===== config.mk =====
export PLATFORM = sky130hd
export DESIGN_NAME = lcd_text_frame_driver
export DESIGN_NICKNAME = d
export VERILOG_FILES = /design/src/rtl/lcd_text_frame_driver.sv
export SDC_FILE = /design/constraint.sdc
export NUM_CORES = 1
export LEC_CHECK = 0
export BUFFER_PORTS_ARGS = -buffer_cell sky130_fd_sc_hd__buf_4
export CORE_UTILIZATION = 60
export DETAILED_ROUTE_END_ITERATION = 10
export PLACE_DENSITY = 0.77
export SYNTH_ARGS = -nofsm -noshare
export SYNTH_HDL_FRONTEND = slang
export SYNTH_SLANG_ARGS = --single-unit
export TNS_END_PERCENT = 5

===== constraint.sdc =====
create_clock -name clk_1MHz -period 2.92 [get_ports clk_1MHz]
set_clock_uncertainty 0.15 [all_clocks]
set_input_delay 0.584 -clock clk_1MHz [delete_from_list [all_inputs] [get_ports clk_1MHz]]
set_output_delay 0.584 -clock clk_1MHz [all_outputs]
set_load 0.005 [all_outputs]

===== src/rtl/lcd_text_frame_driver.sv =====
// ---------------------------------------------------------------------------
// lcd_text_frame_driver
//   HD44780 8-bit text-LCD driver for a 2 x COLS character panel. After reset
//   it issues the power-up command sequence (0x38, 0x0C, 0x01, 0x06), then
//   streams a 2 x COLS character buffer to the panel: a DDRAM address command
//   per row followed by COLS data writes. Frames run back-to-back
//   (AUTO_REFRESH=1) or only on refresh_req / pending buffer writes.
//
// Ports
//   clk_1MHz     system clock
//   rst          synchronous active-high reset
//   wr_en        write wr_char into buffer[wr_row][wr_col]
//   wr_row       0 = line 1, 1 = line 2
//   wr_col       column; values >= COLS are dropped
//   wr_char      character code
//   refresh_req  one-cycle frame request (only honoured when idle/at frame end)
//   busy         high during init or a frame
//   frame_done   one-cycle pulse at the end of each frame
//   lcd_rs       0 = command, 1 = data
//   lcd_rw       always 0 (write only)
//   lcd_en       enable strobe
//   lcd_data     data bus
// ---------------------------------------------------------------------------
// state   | meaning
// S_RESET | just out of reset, launches the first init command next edge
// S_INIT  | sending init command idx_q (0..3)
// S_ADDR1 | sending DDRAM address 0x80 (line 1)
// S_CHR1  | sending line-1 character idx_q
// S_ADDR2 | sending DDRAM address 0xC0 (line 2)
// S_CHR2  | sending line-2 character idx_q
// S_IDLE  | waiting for refresh_req or a pending write (AUTO_REFRESH=0)
// ---------------------------------------------------------------------------
module lcd_text_frame_driver #(
  parameter int COLS         = 16,
  parameter int EN_CYCLES    = 500,
  parameter int GAP_CYCLES   = 500,
  parameter int CLEAR_CYCLES = 2000,
  parameter bit AUTO_REFRESH = 1'b1,
  localparam int CW          = $clog2(COLS)
) (
  input  logic          clk_1MHz,
  input  logic          rst,
  input  logic          wr_en,
  input  logic          wr_row,
  input  logic [CW-1:0] wr_col,
  input  logic [7:0]    wr_char,
  input  logic          refresh_req,
  output logic          busy,
  output logic          frame_done,
  output logic          lcd_rs,
  output logic          lcd_rw,
  output logic          lcd_en,
  output logic [7:0]    lcd_data
);

  localparam int TMAX_EG = (EN_CYCLES > GAP_CYCLES) ? EN_CYCLES : GAP_CYCLES;
  localparam int TMAX    = (TMAX_EG > CLEAR_CYCLES) ? TMAX_EG : CLEAR_CYCLES;
  localparam int TW      = $clog2(TMAX + 1);
  localparam logic [CW-1:0] LAST_COL = CW'(COLS - 1);
  localparam logic [CW-1:0] LAST_INIT = CW'(3);

  typedef enum logic [2:0] {
    S_RESET, S_INIT, S_ADDR1, S_CHR1, S_ADDR2, S_CHR2, S_IDLE
  } state_t;

  state_t        state_q, state_d;
  logic [CW-1:0] idx_q, idx_d;
  logic          en_phase_q, en_phase_d;
  logic [TW-1:0] timer_q, timer_d;
  logic          rs_q, rs_d;
  logic          en_q, en_d;
  logic [7:0]    data_q, data_d;
  logic          busy_q, busy_d;
  logic          frame_done_q, frame_done_d;
  logic          dirty_q, dirty_d;
  logic [7:0]    char_q [2][COLS];
  logic [7:0]    char_d [2][COLS];

  state_t        succ_state;
  logic [CW-1:0] succ_idx;
  logic          frame_end;
  logic          launch_rs;
  logic [7:0]    launch_data;
  logic          in_xfer;
  logic          advance;
  logic          wr_ok;

  assign wr_ok   = wr_en && (int'(wr_col) < COLS);
  assign in_xfer = (state_q != S_RESET) && (state_q != S_IDLE);
  // A new item starts when the current gap expires, straight out of reset,
  // or from idle when something asks for a frame.
  assign advance = (state_q == S_RESET) ||
                   ((state_q == S_IDLE) && (dirty_q || refresh_req)) ||
                   (in_xfer && !en_phase_q && (timer_q == '0));

  // Item that follows the one currently on the bus.
  always_comb begin
    succ_state = S_RESET;
    succ_idx   = '0;
    frame_end  = 1'b0;
    case (state_q)
      S_RESET: succ_state = S_INIT;
      S_INIT: begin
        if (idx_q == LAST_INIT) succ_state = S_ADDR1;
        else begin
          succ_state = S_INIT;
          succ_idx   = idx_q + 1'b1;
        end
      end
      S_ADDR1: succ_state = S_CHR1;
      S_CHR1: begin
        if (idx_q == LAST_COL) succ_state = S_ADDR2;
        else begin
          succ_state = S_CHR1;
          succ_idx   = idx_q + 1'b1;
        end
      end
      S_ADDR2: succ_state = S_CHR2;
      S_CHR2: begin
        if (idx_q == LAST_COL) begin
          frame_end  = 1'b1;
          succ_state = (AUTO_REFRESH || dirty_q || refresh_req) ? S_ADDR1 : S_IDLE;
        end else begin
          succ_state = S_CHR2;
          succ_idx   = idx_q + 1'b1;
        end
      end
      S_IDLE:  succ_state = S_ADDR1;
      default: succ_state = S_RESET;
    endcase
  end

  // Bus value for the item being launched; characters are sampled here.
  always_comb begin
    launch_rs   = 1'b0;
    launch_data = 8'h00;
    case (succ_state)
      S_INIT: begin
        case (succ_idx[1:0])
          2'd0:    launch_data = 8'h38;
          2'd1:    launch_data = 8'h0C;
          2'd2:    launch_data = 8'h01;
          default: launch_data = 8'h06;
        endcase
      end
      S_ADDR1: launch_data = 8'h80;
      S_CHR1: begin
        launch_rs   = 1'b1;
        launch_data = char_q[0][succ_idx];
      end
      S_ADDR2: launch_data = 8'hC0;
      S_CHR2: begin
        launch_rs   = 1'b1;
        launch_data = char_q[1][succ_idx];
      end
      default: ;
    endcase
  end

  always_comb begin
    state_d      = state_q;
    idx_d        = idx_q;
    en_phase_d   = en_phase_q;
    timer_d      = timer_q;
    rs_d         = rs_q;
    en_d         = en_q;
    data_d       = data_q;
    busy_d       = busy_q;
    frame_done_d = 1'b0;
    dirty_d      = dirty_q;
    char_d       = char_q;

    if (advance) begin
      state_d      = succ_state;
      idx_d        = succ_idx;
      frame_done_d = frame_end;
      if (succ_state == S_IDLE) begin
        busy_d     = 1'b0;
        en_d       = 1'b0;
        en_phase_d = 1'b0;
        timer_d    = '0;
      end else begin
        busy_d     = 1'b1;
        en_d       = 1'b1;
        en_phase_d = 1'b1;
        timer_d    = TW'(EN_CYCLES - 1);
        rs_d       = launch_rs;
        data_d     = launch_data;
        if (succ_state == S_ADDR1) dirty_d = 1'b0;
      end
    end else if (in_xfer) begin
      if (timer_q != '0) begin
        timer_d = timer_q - 1'b1;
      end else begin
        // End of the EN phase; the clear command needs the long settle gap.
        en_d       = 1'b0;
        en_phase_d = 1'b0;
        timer_d    = ((state_q == S_INIT) && (data_q == 8'h01)) ?
                     TW'(CLEAR_CYCLES - 1) : TW'(GAP_CYCLES - 1);
      end
    end

    // A write on the frame-start cycle must survive the dirty clear above.
    if (wr_ok) begin
      char_d[wr_row][wr_col] = wr_char;
      dirty_d                = 1'b1;
    end
  end

  always_ff @(posedge clk_1MHz) begin
    if (rst) begin
      state_q      <= S_RESET;
      idx_q        <= '0;
      en_phase_q   <= 1'b0;
      timer_q      <= '0;
      rs_q         <= 1'b0;
      en_q         <= 1'b0;
      data_q       <= 8'h00;
      busy_q       <= 1'b1;
      frame_done_q <= 1'b0;
      dirty_q      <= 1'b0;
      for (int r = 0; r < 2; r++) begin
        for (int c = 0; c < COLS; c++) begin
          char_q[r][c] <= 8'h20;
        end
      end
    end else begin
      state_q      <= state_d;
      idx_q        <= idx_d;
      en_phase_q   <= en_phase_d;
      timer_q      <= timer_d;
      rs_q         <= rs_d;
      en_q         <= en_d;
      data_q       <= data_d;
      busy_q       <= busy_d;
      frame_done_q <= frame_done_d;
      dirty_q      <= dirty_d;
      char_q       <= char_d;
    end
  end

  assign busy       = busy_q;
  assign frame_done = frame_done_q;
  assign lcd_rs     = rs_q;
  assign lcd_rw     = 1'b0;
  assign lcd_en     = en_q;
  assign lcd_data   = data_q;

endmodule

==> results by group, run 1 <==
Run status
  • Status: complete, but fails checks
  • Failing checks: setup timing

Logic synthesis
  • Syn Std Cell Area: 0.0135 mm^2
  • Synth cell types: 70
  • Main synth FF type: dfxtp_1
  • Synthesized area per cell: 8.75 um^2
  • Yosys reg bits: between 200 and 300
  • Synth async-reset ratio: 0%
  • Sequential share of the synthesized area: between 40% and 50%
  • Cells after Synth: ~1,500
  • Post-synth EDFFs: 0
  • Syn_nets: 1,559
  • Syn. warnings: 0

Route
  • DR vias: roughly 12,000
  • DRC viols: 0
  • Final ANT Viol Nets: 0
  • DR WL/cell: between 20 and 25 um
  • Via-to-Cell Ratio: roughly 6.4
  • Initial DRT Pass Iterations: 5
  • Final WL: ~41,000 um
  • 1st-iter DRT viols: around 1,200

CTS
  • Hold_buf cts: 0
  • Root buf cell: clkbuf_16
  • Clk sinks: 287
  • Max H-tree Level: 1
  • CTS max path bufs: 3
  • TritonCTS clock tree: built
  • Clock transition at path regs: about 60 ps
  • CTS buffer count: 30
  • Worst-Skew Late Latency: roughly 550 ps

Run
  • Max cap viols: 0

Critical path
  • Critical-path cell list: or4_4, a21boi_4, buf_4, nor3_1, buf_4, buf_4, a311oi_1, o211ai_1, a31oi_1, or3_1
  • Slowest-stage cell, CP: or4_4
  • R2R Setup Slk: -10 ps
  • CP arrival: ~3300 ps
  • Critical path's most frequent cell: buf_4
  • Critical path startpoint: idx_q[2]
  • Worst R2R Path Depth: 10
  • Setup CP Type: reg -> reg
  • Critical Path Sink: lcd_data[1]
  • FF-to-FF Start: idx_q[2]
  • CP Launch Type: flop
  • Critical path data required time: 3270 ps
  • CP Capture Type: flop
  • R2R Path End: lcd_data[1]
  • Crit path largest cell delay: about 560 ps
  • Crit path max fanout: 7

Timing
  • Final min period: 2930 ps
  • RSZ-0062 raised after global routing: true
  • Final-report hold violation count: 0
  • Slew Limit Fails: 0
  • Least-Margin Pin Slew: 933 ps
  • Setup violations, final: 2
  • FMAX: around 0.34 GHz
  • Fin worst setup slack: -12.7 ps
  • Tcrit/Tclk final: 100%
  • Slew HR: a little under two fifths

Power and ir drop
  • Peak supply drop: approximately 0.54 mV
  • Power density over the cells: 709 mW/mm^2
  • Power Total: between 10 and 15 mW
  • Leak pwr: a little over 6 nW

Finish
  • Share of cells above drive strength 1: 16.3%
  • ANT cells: 0
  • Register Area: roughly 0.0057 mm^2
  • Final instance area: 0.0156 mm^2
  • Fin nets: around 1,600
  • Final Core Density: 71.4%
  • Multi-input combinational cell area: roughly 0.0073 mm^2
  • Area Growth Syn to Fin: 16.0%
  • Layout filler cell count: about 1,700

Floorplan
  • Standard-cell rows: 54
  • Die area: about 0.023 mm^2
  • Number of I/O pins: 30
  • Die X-Extent: roughly 150 um
  • Starting Density: about three fifths
  • Die Ht: between 150 and 200 um
  • Core Area: 0.0219 mm^2

GRT
  • Global-route wire length before repair: roughly 64,000 um
  • Overflow after GRT: 0
  • Number of global-route vias before repair: 11,200
  • Largest net degree at the start of global routing: approximately 140
  • Antenna violations before repair: 0
  • Total GRT Usage: a little over a third

Placed design
  • Placer congestion estimate: 0.985
  • IO Port Bufs: 28
  • Placed inst area: approximately 0.014 mm^2
  • Placement Setup Slack: -99.2 ps
  • Hpwl dp: around 28,000 um

Min path
  • Min-delay worst type: in -> reg
[where the power goes]
part           total [mW]  switching (mW)  internal [mW]
sequential           4.22           0.148           4.07
combinational        3.09            1.92           1.17
clock                3.77            1.57           2.20
total                11.1            3.64           7.44
[registers in the layout, indices dropped and copies added (netlist names)]
name,count
frame_done,1
idx_q,4
lcd_rs,1
state_q,3
dirty_q,1
char_q,256
lcd_en,1
busy,1
timer_q,11
lcd_data,8
[layout make-up]
class / instances / share of cell area [%]
clock buffers: 46 / 5.77
clock inverters: 7 / 0.424
inverters: 8 / 0.192
multi-input cells: 1111 / 46.6
flip-flops and latches: 287 / 36.8
well taps: 280 / 2.24
repair buffers: 147 / 7.98
[critical path, delay by kind of cell (launching register included)]
family / cells / cell delay, ps
AO/OA/AOI/OAI: 4 / 1100
flip-flops: 1 / 400
buffers and inverters: 3 / 490
AND/OR/NAND/NOR: 3 / 740
[how the worst min path moves through the flow]
stage	from	end	slack, ps	cells after the start
after CTS	wr_en	dirty_q	180	3
after global routing	wr_en	dirty_q	190	3
after floorplan	char_q[229]	char_q[229]	280	1
final	wr_en	dirty_q	200	3
after global placement	busy	busy	280	1
after detailed placement	busy	busy	290	1
[cells in the mapped netlist (all sizes together), types with 30 or more instances]
cell | n | area share [%]
a211o | 30 | 2.0
a211oi | 44 | 2.5
a21oi | 72 | 2.7
and3 | 41 | 1.9
buf | 30 | 1.4
clkbuf | 104 | 2.9
dfxtp | 287 | 43
mux2i | 209 | 16
nand2 | 120 | 3.4
nand3 | 67 | 2.5
nor2 | 255 | 7.1
o21ai | 44 | 1.6
[layer usage]
| metal | GRT usage, % | wire length (um) | vias to the layer above |
|---|---|---|---|
| met1 | 50.3 | 17900 | 5778 |
| met3 | 4.93 | 3810 | 110 |
| met2 | 53.1 | 18500 | 656 |
| met4 | 11.1 | 1270 | 0 |
| li1 | - | - | 5563 |
| met5 | 0 | 0 | - |
[cells in the final DEF (no fill, tap or decap), types with 5 or more instances in the layout]
master     instances
a211o_1           30
a211oi_1          38
a211oi_2           6
a21oi_1           71
a221o_1           11
a311oi_1          15
and3_1            41
buf_12            11
buf_4            135
clkbuf_1           8
clkbuf_16         31
clkbuf_8           8
dfxtp_1          287
inv_1              8
mux2_2            27
mux2i_1          209
nand2_1          118
nand2b_1           9
nand3_1           67
nand4_1            6
nor2_1           253
nor2b_1           24
nor3_1            15
nor4_1             7
o211ai_1          14
o21ai_0           37
o21ai_1            5
o22ai_1            6
o31ai_1            8
or3_1              5
[stage by stage]
stage               hold slack [ps]  std cells  setup TNS, ps
floorplan                       277       1540              0
global placement                280       1830           -123
detailed placement              288       1830           -156
CTS                             180       1884              0
global route                    191       1886           -155
finish                          204       1886          -16.6
[timing repair]
item / 4_1_cts / 5_1_grt
hold endpoints to repair: 0 / 0
setup buffers: 1 / 2
setup endpoints to repair: 3 / 8
resized for setup: 8 / 25
pin swaps: 1 / 3
cloned: 0 / 0
[kinds of logic (layout without fill, tap and decap cells)]
kind of cell    Yosys count  count (layout)  share of synthesized area [%]
other cells               1               1                         0.0278
fa+ha+maj                 2               2                          0.186
simple gates            579             579                           19.7
xor+xnor                  4               4                          0.260
flops                   287             287                           42.6
buf+inv                 142             208                           4.49
compound gates          289             289                           14.9
mux                     236             236                           17.8
No activity file was read; power rests on OpenSTA's default activity.
==> run 2, diff against run 1 <==
- CELL_PAD_IN_SITES_DETAIL_PLACEMENT: not set -> 1
- CELL_PAD_IN_SITES_GLOBAL_PLACEMENT: not set -> 2
- CORE_UTILIZATION: 60 -> 39
- PLACE_DENSITY: 0.77 -> not set
- PLACE_DENSITY_LB_ADDON: not set -> 0.1
==> results by group, run 2 (synthesis results as in run 1) <==
Floorplan
  • Die Ht: ~190 um
  • Die area: about 0.035 mm^2
  • Starting Density: approximately 40%
  • Number of I/O pins: 30
  • Standard-cell rows: 67
  • Core Area: 0.0338 mm^2
  • Die X-Extent: approximately 190 um

GRT
  • Largest net degree at the start of global routing: roughly 180
  • Overflow after GRT: 0
  • Number of global-route vias before repair: approximately 12,000
  • Total GRT Usage: ~28%
  • Antenna violations before repair: 0
  • Global-route wire length before repair: 76,400 um

Placed design
  • IO Port Bufs: 28
  • DP Cell Count: between 2,000 and 2,500
  • Placement Setup Slack: -198 ps
  • Placer congestion estimate: approximately 0.94
  • Hpwl dp: approximately 34,000 um

Power and ir drop
  • Flop pwr share: between 30% and 40%
  • P_sw: about 4.1 mW
  • Comb power frac: between 20 and 30%
  • Power density over the cells: around 760 mW/mm^2
  • Fraction of power spent switching nets: 33.0%
  • Leak pwr: roughly 6.5 nW
  • Int Pwr: 8.34 mW
  • Clk pwr share: roughly 38%
  • Peak supply drop: ~0.42 mV

Timing
  • Final-report hold violation count: 0
  • RSZ-0062 raised after global routing: true
  • Final min period: around 2900 ps
  • Slew HR: between 40% and 50%
  • Setup violations, final: 1
  • Slew Limit Fails: 0
  • Hold WS: around 280 ps
  • FMAX: about 0.34 GHz
  • Tcrit/Tclk final: 100%
  • Least-Margin Pin Slew: approximately 890 ps
  • Fin worst setup slack: -11.2 ps

Critical path
  • Critical-path cell list: or4_4, a21boi_4, buf_4, buf_4, o21ai_1, buf_4, a211oi_1, or4b_1, a31oi_2, a221o_1
  • CP arrival: about 3200 ps
  • CP Capture Type: flop
  • Critical path startpoint: idx_q[3]
  • Setup CP Type: reg -> reg
  • Critical path data required time: between 3000 and 4000 ps
  • Crit path max fanout: 9
  • R2R Setup Slk: -10 ps
  • Slowest-stage cell, CP: or4_4
  • FF-to-FF Start: idx_q[3]
  • Critical path's most frequent cell: buf_4
  • Crit path largest cell delay: around 570 ps
  • CP Launch Type: flop

Finish
  • Share of cells above drive strength 1: 19.6%
  • Largest register FFs: between 200 and 300
  • Reg with most FFs: char_q
  • Register Area: roughly 0.0057 mm^2
  • Final Instance Count excl. Fillers: 2,096
  • Most frequent cells in the layout: 284 x dfxtp_1, 254 x nor2_1, 208 x mux2i_1
  • Fin nets: 1,643
  • Area Growth Syn to Fin: 22.0%
  • ANT cells: 0
  • Layout filler cell count: 3,858
  • Commonest non-fill, non-tap cell in the layout: dfxtp_1
  • Multi-input combinational cell area: ~0.0073 mm^2

CTS
  • Root buf cell: clkbuf_16
  • Clk sinks: around 290
  • CTS max path bufs: 3
  • CTS buffer count: 36
  • Max H-tree Level: 2
  • Worst-Skew Late Latency: between 500 and 600 ps
  • Clock transition at path regs: 60 ps
  • Hold_buf cts: 0
  • TritonCTS clock tree: built

Route
  • DR vias: 12,100
  • 1st-iter DRT viols: 754
  • DR WL/cell: about 24 um
  • Initial DRT Pass Iterations: 4
  • Final WL: 50,400 um
  • Final ANT Viol Nets: 0
  • Via-to-Cell Ratio: between 5 and 6
  • DRC viols: 0

Run
  • Max cap viols: 0

Min path
  • Min-delay worst type: in -> reg
  • Worst hold path startpoint: rst

Run status
  • Failing checks: setup timing
  • Status: complete, but fails checks
-- run 2: changes by cell type in the layout (fill, tap and decap cells not counted), sizes merged --
cell      before  now
clkinv         4    7
buf          146  179
clkinvlp       1    3
bufinv         1    5
clkbuf        47   48
inv            9    8
-- run 2: critical path: cells and delay by family, from the launching register on --
| kind | cells | cell delay [ps] |
|---|---|---|
| flip-flops | 1 | 340 |
| AO/OA/AOI/OAI | 5 | 1070 |
| AND/OR/NAND/NOR | 2 | 760 |
| buffers and inverters | 3 | 510 |
-- run 2: per-layer routing --
metal	vias up	share of wire (%)	track usage [%]
met2	280	45	45.9
met4	0	3.1	9.76
met3	90	5.4	5.35
met5	-	0	0
li1	5658	-	-
met1	6057	46	38.0
-- run 2: final cells by class --
cell class	instances	share of cell area (%)
flip-flops and latches	287	35.0
clock buffers	47	6.23
repair buffers	180	9.39
well taps	448	3.41
inverters	8	0.183
clock inverters	15	1.31
multi-input cells	1111	44.5
-- run 2: repair_timing --
action / CTS / global route
pin swaps: 1 / 8
cloned: 0 / 1
buffers inserted: 2 / 4
gates resized for setup: 16 / 33
setup endpoints to repair: 7 / 10
-- run 2: power by group through the flow --
stage | Clock, mW | Sequential [mW] | Combinational [mW]
global placement | 0 | 4.30 | 3.27
global route | 4.93 | 4.24 | 3.79
detailed placement | 0 | 4.30 | 3.30
floorplan | 0 | 4.24 | 1.84
CTS | 4.78 | 4.22 | 3.36
finish | 4.69 | 4.23 | 3.54
-- run 2: path summary, 6_finish.rpt --
kind,end,cells past startpoint
max,lcd_data[2],10
max reg2reg,lcd_data[2],10
min,char_q[175],2
min reg2reg,busy,1
-- run 2: stage by stage --
step	util [%]	cell area, um^2	setup TNS [ps]	total power [mW]
floorplan	-	13500	0	6.09
global placement	44.2	14900	-554	7.56
detailed placement	44.2	14900	-613	7.60
CTS	48.1	16300	-22.4	12.4
global route	48.7	16400	-112	13.0
finish	48.7	16400	-11.2	12.5
